## src/rtl/ifm_rx_ingress.sv

```systemverilog
// MAC receive ingress: writes whole frames to the data FIFO and one {len, status} word per frame
// to the info FIFO, with post-reset resync, oversize/runt flags, overflow drop/truncate or backpressure.
module ifm_rx_ingress #(
  parameter int unsigned C_DATA_WIDTH   = 64,
  parameter int unsigned C_KEEP_WIDTH   = C_DATA_WIDTH / 8,
  parameter int unsigned C_LEN_WIDTH    = 16,
  parameter int unsigned C_MAX_FRAME    = 9216,
  parameter int unsigned C_MIN_FRAME    = 64,
  parameter int unsigned C_BACKPRESSURE = 0
) (
  input  logic                                       rx_clk,
  input  logic                                       rx_reset,
  input  logic [C_DATA_WIDTH-1:0]                    rx_axis_mac_tdata,
  input  logic [C_KEEP_WIDTH-1:0]                    rx_axis_mac_tkeep,
  input  logic                                       rx_axis_mac_tlast,
  input  logic                                       rx_axis_mac_tuser,
  input  logic                                       rx_axis_mac_tvalid,
  output logic                                       rx_axis_mac_tready,
  output logic [C_DATA_WIDTH+C_KEEP_WIDTH:0]         data_fifo_wdata,
  output logic                                       data_fifo_wren,
  input  logic                                       data_fifo_afull,
  output logic [C_LEN_WIDTH+7:0]                     info_fifo_wdata,
  output logic                                       info_fifo_wren,
  input  logic                                       info_fifo_afull,
  output logic [31:0]                                drop_cnt,
  output logic [31:0]                                err_cnt,
  output logic [3:0]                                 ifm_in_fsm_dbg
);

  localparam int unsigned DW_W   = C_DATA_WIDTH + C_KEEP_WIDTH + 1;
  localparam int unsigned IW_W   = C_LEN_WIDTH + 8;
  localparam int unsigned LEN1_W = C_LEN_WIDTH + 1;
  localparam int unsigned CNT_W  = $clog2(C_KEEP_WIDTH + 1);
  localparam bit          BP     = (C_BACKPRESSURE != 0);

  typedef enum logic [2:0] {
    S_SYNC  = 3'd0,
    S_IDLE  = 3'd1,
    S_PASS  = 3'd2,
    S_DROP  = 3'd3,
    S_TRUNC = 3'd4
  } state_e;

  state_e                  state_q, state_d;
  logic [C_LEN_WIDTH-1:0]  len_q, len_d;
  logic [DW_W-1:0]         dwdata_q, dwdata_d;
  logic                    dwren_q, dwren_d;
  logic [IW_W-1:0]         iwdata_q, iwdata_d;
  logic                    iwren_q, iwren_d;
  logic [31:0]             drop_cnt_q, drop_cnt_d;
  logic [31:0]             err_cnt_q, err_cnt_d;

  logic                    afull_c;
  logic                    tready_c;
  logic                    acc_c;
  logic [CNT_W-1:0]        bytes_c;
  logic [LEN1_W-1:0]       sum_c;
  logic [C_LEN_WIDTH-1:0]  len_next_c;
  logic                    over_c;
  logic                    runt_c;
  logic [7:0]              st_end_c;
  logic [DW_W-1:0]         beat_c;

  assign afull_c = data_fifo_afull | info_fifo_afull;

  // Backpressure only ever stalls a frame start (any afull) or a frame body (data afull).
  always_comb begin
    tready_c = 1'b1;
    if (BP) begin
      if (state_q == S_IDLE) begin
        tready_c = ~afull_c;
      end else if (state_q == S_PASS) begin
        tready_c = ~data_fifo_afull;
      end
    end
  end

  assign acc_c = rx_axis_mac_tvalid & tready_c;

  always_comb begin
    bytes_c = '0;
    for (int i = 0; i < int'(C_KEEP_WIDTH); i++) begin
      bytes_c = bytes_c + CNT_W'(rx_axis_mac_tkeep[i]);
    end
  end

  // Running length saturates at all-ones; a frame start restarts it from this beat.
  assign sum_c      = {1'b0, len_q} + LEN1_W'(bytes_c);
  assign len_next_c = (state_q == S_IDLE) ? C_LEN_WIDTH'(bytes_c)
                    : (sum_c[C_LEN_WIDTH] ? '1 : sum_c[C_LEN_WIDTH-1:0]);
  assign over_c     = 32'(len_next_c) > 32'(C_MAX_FRAME);
  assign runt_c     = 32'(len_next_c) < 32'(C_MIN_FRAME);
  assign st_end_c   = {4'b0000, runt_c, over_c, 1'b0, rx_axis_mac_tuser};
  assign beat_c     = {rx_axis_mac_tlast, rx_axis_mac_tkeep, rx_axis_mac_tdata};

  always_comb begin
    state_d    = state_q;
    len_d      = len_q;
    dwdata_d   = dwdata_q;
    dwren_d    = 1'b0;
    iwdata_d   = iwdata_q;
    iwren_d    = 1'b0;
    drop_cnt_d = drop_cnt_q;
    err_cnt_d  = err_cnt_q;
    case (state_q)
      S_SYNC: begin
        if (acc_c && rx_axis_mac_tlast) state_d = S_IDLE;
      end
      S_IDLE: begin
        if (acc_c) begin
          len_d = len_next_c;
          if (!BP && afull_c) begin
            drop_cnt_d = (&drop_cnt_q) ? drop_cnt_q : drop_cnt_q + 32'd1;
            if (!rx_axis_mac_tlast) state_d = S_DROP;
          end else begin
            dwren_d  = 1'b1;
            dwdata_d = beat_c;
            if (rx_axis_mac_tlast) begin
              iwren_d  = 1'b1;
              iwdata_d = {len_next_c, st_end_c};
            end else begin
              state_d = S_PASS;
            end
          end
        end
      end
      S_PASS: begin
        if (acc_c) begin
          len_d    = len_next_c;
          dwren_d  = 1'b1;
          dwdata_d = beat_c;
          if (rx_axis_mac_tlast) begin
            iwren_d  = 1'b1;
            iwdata_d = {len_next_c, st_end_c};
            state_d  = S_IDLE;
          end else if (over_c) begin
            dwdata_d[DW_W-1] = 1'b1;
            iwren_d          = 1'b1;
            iwdata_d         = {len_next_c, 8'h04};
            state_d          = S_TRUNC;
          end else if (!BP && data_fifo_afull) begin
            dwdata_d[DW_W-1] = 1'b1;
            iwren_d          = 1'b1;
            iwdata_d         = {len_next_c, 8'h02};
            state_d          = S_TRUNC;
          end
        end
      end
      S_DROP, S_TRUNC: begin
        if (acc_c && rx_axis_mac_tlast) state_d = S_IDLE;
      end
      default: state_d = S_SYNC;
    endcase
    if (iwren_d && (iwdata_d[7:0] != 8'h00)) begin
      err_cnt_d = (&err_cnt_q) ? err_cnt_q : err_cnt_q + 32'd1;
    end
  end

  always_ff @(posedge rx_clk or posedge rx_reset) begin
    if (rx_reset) begin
      state_q    <= S_SYNC;
      len_q      <= '0;
      dwdata_q   <= '0;
      dwren_q    <= 1'b0;
      iwdata_q   <= '0;
      iwren_q    <= 1'b0;
      drop_cnt_q <= '0;
      err_cnt_q  <= '0;
    end else begin
      state_q    <= state_d;
      len_q      <= len_d;
      dwdata_q   <= dwdata_d;
      dwren_q    <= dwren_d;
      iwdata_q   <= iwdata_d;
      iwren_q    <= iwren_d;
      drop_cnt_q <= drop_cnt_d;
      err_cnt_q  <= err_cnt_d;
    end
  end

  assign rx_axis_mac_tready = tready_c;
  assign data_fifo_wdata    = dwdata_q;
  assign data_fifo_wren     = dwren_q;
  assign info_fifo_wdata    = iwdata_q;
  assign info_fifo_wren     = iwren_q;
  assign drop_cnt           = drop_cnt_q;
  assign err_cnt            = err_cnt_q;
  assign ifm_in_fsm_dbg     = {1'b0, state_q};

endmodule

```

## config.mk

```make
export PLATFORM = sky130hd
export DESIGN_NAME = ifm_rx_ingress
export DESIGN_NICKNAME = d
export VERILOG_FILES = /design/src/rtl/ifm_rx_ingress.sv
export SDC_FILE = /design/constraint.sdc
export NUM_CORES = 1
export LEC_CHECK = 0
export CAP_MARGIN = 30
export CORE_ASPECT_RATIO = 0.7
export CORE_MARGIN = 4
export CORE_UTILIZATION = 39
export DETAILED_ROUTE_END_ITERATION = 7
export PLACE_DENSITY = 0.68
export SLEW_MARGIN = 20
export SYNTH_ARGS = -nofsm -noshare
export SYNTH_HDL_FRONTEND = slang
export SYNTH_SLANG_ARGS = --single-unit
```

## constraint.sdc

```tcl
create_clock -name rx_clk -period 11.25 [get_ports rx_clk]
set_input_delay 3.375 -clock rx_clk [delete_from_list [all_inputs] [get_ports rx_clk]]
set_output_delay 3.375 -clock rx_clk [all_outputs]
set_load 0.03 [all_outputs]
```

==> results of run 1 <==
## synthesized netlist by cell type, types with 8 or more instances
cell,count
a21oi_1,13
xor2_1,40
and2_1,8
and3_1,13
dfrtp_1,182
o21ai_0,46
xnor2_1,30
inv_1,33
nor2_1,43
ha_1,9
nor3_1,22
nand4_1,13
mux2_2,73
nand2_1,71
nand3_1,39
clkbuf_1,21
## kinds of logic (layout without fill, tap and decap cells)
logic type,after synthesis,in the layout,synth area share [%]
AND/OR/NAND/NOR,253,253,15.4
flip-flops,182,182,53.8
AO/OA/AOI/OAI,102,102,7.78
multiplexers,74,74,9.85
XOR/XNOR,70,70,7.25
buffers and inverters,63,316,3.12
adder cells (fa/ha/maj),15,15,2.63
other,2,2,0.0888
## path summary, 6_finish.rpt
kind,start,end,slack [ns],cells after the start
hold reg to reg,info_fifo_wdata[5]$_DFF_PP0_,info_fifo_wdata[5]$_DFF_PP0_,0.48,1
max in group asynchronous,rx_reset,data_fifo_wdata[23]$_DFFE_PP0P_,6.58,5
min in group asynchronous,rx_reset,err_cnt[11]$_DFFE_PP0P_,3.29,2
setup / recovery,rx_axis_mac_tkeep[0],err_cnt[21]$_DFFE_PP0P_,1.51,23
hold / removal,info_fifo_wdata[5]$_DFF_PP0_,info_fifo_wdata[5]$_DFF_PP0_,0.48,1
setup reg to reg,len_q[0]$_DFFE_PP0P_,err_cnt[21]$_DFFE_PP0P_,6.81,16
## power by group
group | switching (mW) | internal [mW]
clock network | 0.265 | 0.342
logic | 0.710 | 0.559
registers | 0.115 | 0.834
total | 1.09 | 1.73
## sequential cells by signal (all words and copies together) (netlist names)
register,count
drop_cnt,32
state_q,3
err_cnt,32
info_fifo_wdata,24
info_fifo_wren,1
data_fifo_wdata,73
data_fifo_wren,1
len_q,16
## cells in the final DEF (no fill, tap or decap), types with 6 or more instances in the layout
cell,count
a21oi_1,13
and2_1,8
and3_1,13
and4_1,7
buf_4,6
clkbuf_16,17
clkdlybuf4s50_1,244
dfrtp_1,182
ha_1,9
inv_1,32
mux2_2,73
nand2_1,71
nand3_1,39
nand4_1,13
nor2_1,42
nor3_1,22
nor4_1,7
o21ai_0,46
or3_1,7
xnor2_1,30
xor2_1,40
## layer usage
layer,wire (µm),up-vias,part of all wire [%]
met5,0,-,0
met4,141,0,0.63
met3,2220,11,10
met2,9710,217,44
met1,10200,3226,46
li1,-,3135,-
## per-stage QoR
| step | worst slack, ns | cells | total power, mW | area (µm²) | utilization (%) |
|---|---|---|---|---|---|
| 2_1_floorplan | 2.43 | 761 | 1.73 | 8460 | - |
| 5_1_grt | 1.14 | 1290 | 2.99 | 11800 | 56.2 |
| 6_report | 1.51 | 1290 | 2.82 | 11800 | 56.2 |
| 4_1_cts | 1.57 | 1289 | 2.86 | 11800 | 56.1 |
| 3_3_place_gp | 1.19 | 1257 | 2.22 | 11200 | 53.1 |
| 3_5_place_dp | 1.12 | 1258 | 2.23 | 11200 | 53.2 |
## layout make-up
type | count | area, µm²
clock buffer | 19 | 453
fill | 1794 | 9220
clock inverter | 12 | 141
sequential | 182 | 4550
timing repair buffer | 252 | 2530
inverter | 33 | 129
tap | 276 | 345
multi-input combinational | 516 | 3650
## worst max-delay path, stage by stage
cell and delay [ns]:
clkdlybuf4s50_1 0.47, inv_1 0.06, fa_1 0.58, fa_1 0.44
fa_1 0.44, inv_1 0.07, ha_1 0.16, inv_1 0.06
fa_1 0.37, xnor2_1 0.16, ha_1 0.36, o21ai_1 0.10
o21bai_1 0.60, o211ai_1 0.17, and3_1 0.23, or4_4 0.55
nor3_4 0.25, o21ai_0 0.12, a311o_2 0.34, o211ai_4 0.58
buf_4 0.30, nor3_1 0.08, xor2_1 0.17
==> impl_results.md, run 1 <==
- Mapped Nets: 854
- Gr usage total: 18.4%
- Post-synthesis cell area: 8460 µm²
- Crit path max fanout: 24
- Least-Margin Pin Slew: 0.987 ns
- Max Clock Freq: 0.103 GHz
- Post-synthesis sequential area ratio: a little over half
- First-pass GRT wire length: 36000 µm
- EDFF count, synth: 0
- Max-slew headroom: 34.2%
- Pleak: 5.09 nW
- Final hold viol count: 0
- Layout area overhead: 39.6%
- Unrepaired setup endpoints after global routing: no
- Initial antenna violation count: 0
- Synth warn: 0
- Die Span Y: 131 µm
- Sinks on Clock Net: 182
- Setup Fix Bufs, Post-CTS: 0
- Final TNS setup: 0 ns
- Total CTS buffers: 17
- CP required: between 10 and 15 ns
- Peak supply drop: 0.158 mV
- CP arrival: 10.03 ns
- Initial DRC count: 413
- Share of cells above drive strength 1: 13.4%
- Most Crowded Layer GR: met2
- Clock Skew: 0.0141 ns
- GR Layer Usage met3: 8.76%
- Met2 Track Usage GR: between 20% and 30%
- Post-CTS Hold Fix Bufs: 0
- H-tree depth: 4
- Status: finished, final reports clean
- Drt total wl: around 22000 µm
- Post-layout nets: between 1k and 1.5k
- Drt wl/cell: 17.3 µm
- Asr flop ratio synth: 100%
- Final Max Slew Viols: 0
- Final period util: 86.5%
- Hold WC Path Type: flop to flop
- Startpoint class of the critical path: primary input
- Core Box Area: around 21000 µm²
- Die ar.: 24100 µm²
- Initial core utilization: around two fifths
- RePlAce Congestion: 0.870
- IO Pins: 247
- Drt drc: 0
- CTS resizes: 0
- DR vias/cell: 5.11
- FP Rows: 44
- Main synth FF type: dfrtp_1
- Ant. Diodes: 0
- Flops & latches, synth: 182
- Root Driver: clkbuf_16
- Critical path capture point type: flop
- Mapped Cells: 761
- Top cells by area, synth: dfrtp_1 54%, mux2_2 9.7%, xor2_1 4.1%, nand2_1 3.2%, xnor2_1 3.1%
- Top cell type's share of synthesized area: 53.8%
- # port buffers: 244
- Yosys cell types: slightly below 70
- Final-report setup violation count: 0
- Fin Hold WS: 0.483 ns
- Worst-skew pair later-pin latency: 0.43 ns
- Largest net degree at the start of global routing: 78
- Die width: 184 µm
- Setup CP Type: primary input to flop
- Met1 usage: roughly a quarter
- Clock Tree Buf Depth: 2
- Max cap viols: 0
- Pre-antenna DRT Iters: 5
- Crit path time final: 9.74 ns
- DPL Wire Length: roughly 16000 µm
- CTS tree: yes
- Syn avg cell area: 11.1 µm²
- DR vias: 6589
- Worst-path clk slew: around 0.06 ns
- Congestion Overflow GR: 0
- Vias in the first global route: 6568
- Pwr dens: 239 nW/µm²
- Leading area contributor after synthesis: dfrtp_1
- Post-route ant nets: 0
Note: power is estimated with default switching activity, not from simulation.
==> inputs of run 2 (changes only) <==
CTS_CLUSTER_SIZE = 28   (was not set)
==> results of run 2 <==
No change in the layout: final DEF, timing and power equal those of run 1.
==> inputs of run 3 (changes only) <==
ABC_AREA = 1   (was not set)
PLACE_DENSITY = 0.66   (was 0.68)
SETUP_SLACK_MARGIN = 0.15   (was not set)
==> impl_results.md, run 3 <==
- IO Pins: 247 (unchanged)
- Setup Fix Bufs, Post-CTS: 0 (unchanged)
- CTS resizes: 0 (unchanged)
- Initial core utilization: 39.6% (was 40.2%)
- Top cells by area, synth: dfrtp_1 49%, nand2_1 19%, xor2_1 4.3%, nand3_1 4.2%, inv_1 3.8% (was dfrtp_1 54%, mux2_2 9.7%, xor2_1 4.1%, nand2_1 3.2%, xnor2_1 3.1%)
- RePlAce Congestion: 0.901 (was 0.870)
- Most frequent cells in the layout: 470 x nand2_1, 244 x clkdlybuf4s50_1, 182 x dfrtp_1 (was 244 x clkdlybuf4s50_1, 182 x dfrtp_1, 73 x mux2_2)
- CP startpoint: rx_axis_mac_tkeep[0] (unchanged)
- Critical path capture point type: flop (unchanged)
- Placed Cells: 1711 (was 1258)
- DR vias: 8429 (was 6589)
- Worst-path clk slew: 0.07 ns (was 0.06 ns)
- Most numerous cell in the Yosys netlist: nand2_1 (was dfrtp_1)
- Fill cells: 2229 (was 1794)
- Switching Fraction: 44.4% (was 38.6%)
- Max reg flops: 73 (unchanged)
- Min-delay src: data_fifo_wdata[4]$_DFFE_PP0P_ (was info_fifo_wdata[5]$_DFF_PP0_)
- Fin area: 12600 µm² (was 11800 µm²)
- Peak supply drop: 0.119 mV (was 0.158 mV)
- Ant. Diodes: 0 (unchanged)
- Internal Power: 1.68 mW (was 1.73 mW)
- Hold WC Path Type: flop to flop (unchanged)
- Post-synth top cells: 470 x nand2_1, 182 x dfrtp_1, 96 x inv_1 (was 182 x dfrtp_1, 73 x mux2_2, 71 x nand2_1)
- Largest net degree at the start of global routing: 67 (was 78)
- Startpoint class of the critical path: primary input (unchanged)
- DR vias/cell: 4.84 (was 5.11)
- Pwr dens: 239 nW/µm² (about the same)
- H-tree depth: 4 (unchanged)
- Status: finished, final reports clean (unchanged)
- Gr usage total: 20.2% (was 18.4%)
- Post-synthesis cell area: 9360 µm² (was 8460 µm²)
- Vias in the first global route: 8005 (was 6568)
- Drt wl/cell: 15.6 µm (was 17.3 µm)
- Setup CP Type: primary input to flop (unchanged)
- Flop pwr share: 31.4% (was 33.6%)
- Final Non-Filler Cells: 1743 (was 1290)
- Power Total: 3.02 mW (was 2.82 mW)
- Pre-antenna DRT Iters: 4 (was 5)
- P_sw: 1.34 mW (was 1.09 mW)
- Pleak: 6.14 nW (was 5.09 nW)
- Max cap viols: 0 (unchanged)
- Final TNS setup: 0 ns (unchanged)
- Post-route ant nets: 0 (unchanged)
- Asr flop ratio synth: 100% (unchanged)
- Clock Tree Buf Depth: 2 (unchanged)
- Final hold viol count: 0 (unchanged)
- Top cell by count, worst path: fa_1 (unchanged)
- Post-CTS Hold Fix Bufs: 0 (unchanged)
- Worst-skew pair later-pin latency: 0.43 ns (about the same)
- Drt total wl: 27200 µm (was 22300 µm)
- Main synth FF type: dfrtp_1 (unchanged)
- Mapped Cells: 1179 (was 761)
- Unrepaired setup endpoints after global routing: no (unchanged)
- First-pass GRT wire length: 42700 µm (was 36000 µm)
- Layout area overhead: 35.1% (was 39.6%)
- Die width: 193 µm (was 184 µm)
- Post-synthesis sequential area ratio: 48.6% (was 53.8%)
- Total CTS buffers: 17 (unchanged)
- Die ar.: 26600 µm² (was 24100 µm²)
- Crit path largest cell delay: 0.55 ns (was 0.60 ns)
- CP arrival: 9.24 ns (was 10.03 ns)
- Final-report setup violation count: 0 (unchanged)
- Post-layout nets: 1506 (was 1095)
- Max-slew headroom: 42.5% (was 34.2%)
- Crit path max fanout: 33 (was 24)
- Syn avg cell area: 7.94 µm² (was 11.1 µm²)
- Leading area contributor after synthesis: dfrtp_1 (unchanged)
- Commonest non-fill, non-tap cell in the layout: nand2_1 (was clkdlybuf4s50_1)
- Clock Skew: 0.0108 ns (was 0.0141 ns)
- FP Rows: 47 (was 44)
- Part of the power in the clock network: 19.6% (was 21.5%)
- CTS tree: yes (unchanged)
- Flops & latches, synth: 182 (unchanged)
- Comb power frac: 49.0% (was 44.9%)
- Initial antenna violation count: 0 (unchanged)
- Reg2reg start: len_q[0]$_DFFE_PP0P_ (unchanged)
- EDFF count, synth: 0 (unchanged)
- CP top delay family: adder cells (unchanged)
- Synth warn: 0 (unchanged)
- Root Driver: clkbuf_16 (unchanged)
- Area post-placement: 12100 µm² (was 11200 µm²)
- Yosys cell types: 45 (was 69)
- Initial DRC count: 532 (was 413)
- Max Clock Freq: 0.112 GHz (was 0.103 GHz)
- Sinks on Clock Net: 182 (unchanged)
- Worst path slowest cell: fa_1 (was o21bai_1)
- Worst Path Buf+Inv: 5 (unchanged)
- Die Span Y: 138 µm (was 131 µm)
- Congestion Overflow GR: 0 (unchanged)
- Crit path time final: 8.92 ns (was 9.74 ns)
- # port buffers: 244 (unchanged)
- Mapped Nets: 1272 (was 854)
- Core Box Area: 23600 µm² (was 21000 µm²)
- Share of cells above drive strength 1: 6.18% (was 13.4%)
- CP required: 11.57 ns (was 11.54 ns)
- Final period util: 79.3% (was 86.5%)
- Drt drc: 0 (unchanged)
- DPL Wire Length: 20200 µm (was 16300 µm)
- Least-Margin Pin Slew: 0.862 ns (was 0.987 ns)
- Top cell type's share of synthesized area: 48.6% (was 53.8%)
- Final Max Slew Viols: 0 (unchanged)
==> run 3: worst paths after layout <==
path	to	slack, ns	cells past startpoint
max in group asynchronous	data_fifo_wdata[62]$_DFFE_PP0P_	6.66	3
worst max-delay path	err_cnt[29]$_DFFE_PP0P_	2.33	30
worst min register to register	data_fifo_wdata[4]$_DFFE_PP0P_	0.47	2
worst min-delay path	data_fifo_wdata[4]$_DFFE_PP0P_	0.47	2
worst max register to register	err_cnt[29]$_DFFE_PP0P_	7.35	23
min in group asynchronous	err_cnt[21]$_DFFE_PP0P_	3.33	2
==> run 3: per-layer routing <==
metal,track usage (%),routed length (µm),vias to the layer above
met2,28.6,11100,284
met4,4.68,256,0
li1,-,-,4174
met3,5.29,2160,20
met1,30.9,13600,3951
met5,0,0,-
==> run 3: logic make-up after synthesis <==
logic type	after synthesis	share of synthesized area (%)
fa+ha+maj	14	2.27
flops	182	48.6
compound gates	64	3.97
xor+xnor	62	5.80
simple gates	715	32.9
other cells	2	0.0802
buf+inv	140	6.31
==> run 3: final cells by class <==
cell class / count / area [µm²] / share of cell area (%)
sequential: 182 / 4550 / 36.0
multi-input combinational: 857 / 4230 / 33.4
timing repair buffer: 250 / 2490 / 19.7
clock buffer: 20 / 447 / 3.53
inverter: 105 / 403 / 3.19
tap: 318 / 398 / 3.15
clock inverter: 11 / 124 / 0.980
==> run 3: power by group through the flow <==
stage	combinational (mW)	sequential (mW)	clock [mW]
3_3_place_gp	1.47	0.954	0
3_5_place_dp	1.49	0.958	0
6_report	1.48	0.947	0.593
4_1_cts	1.49	0.947	0.612
5_1_grt	1.62	0.969	0.639
2_1_floorplan	0.631	1.27	0
==> run 3: per-stage QoR <==
stage	worst slack, ns	utilization [%]	hold WS [ns]
after floorplan	2.93	-	0.459
after global placement	2.06	51.0	0.453
after detailed placement	1.92	51.0	0.457
after CTS	2.38	53.4	0.474
after global routing	1.88	53.5	0.487
final	2.33	53.5	0.468
==> run 3: worst min-delay path, stage by stage (launching register included) <==
cell	delay [ns]
dfrtp_1	0.34
nand2_1	0.05
nand2_1	0.05
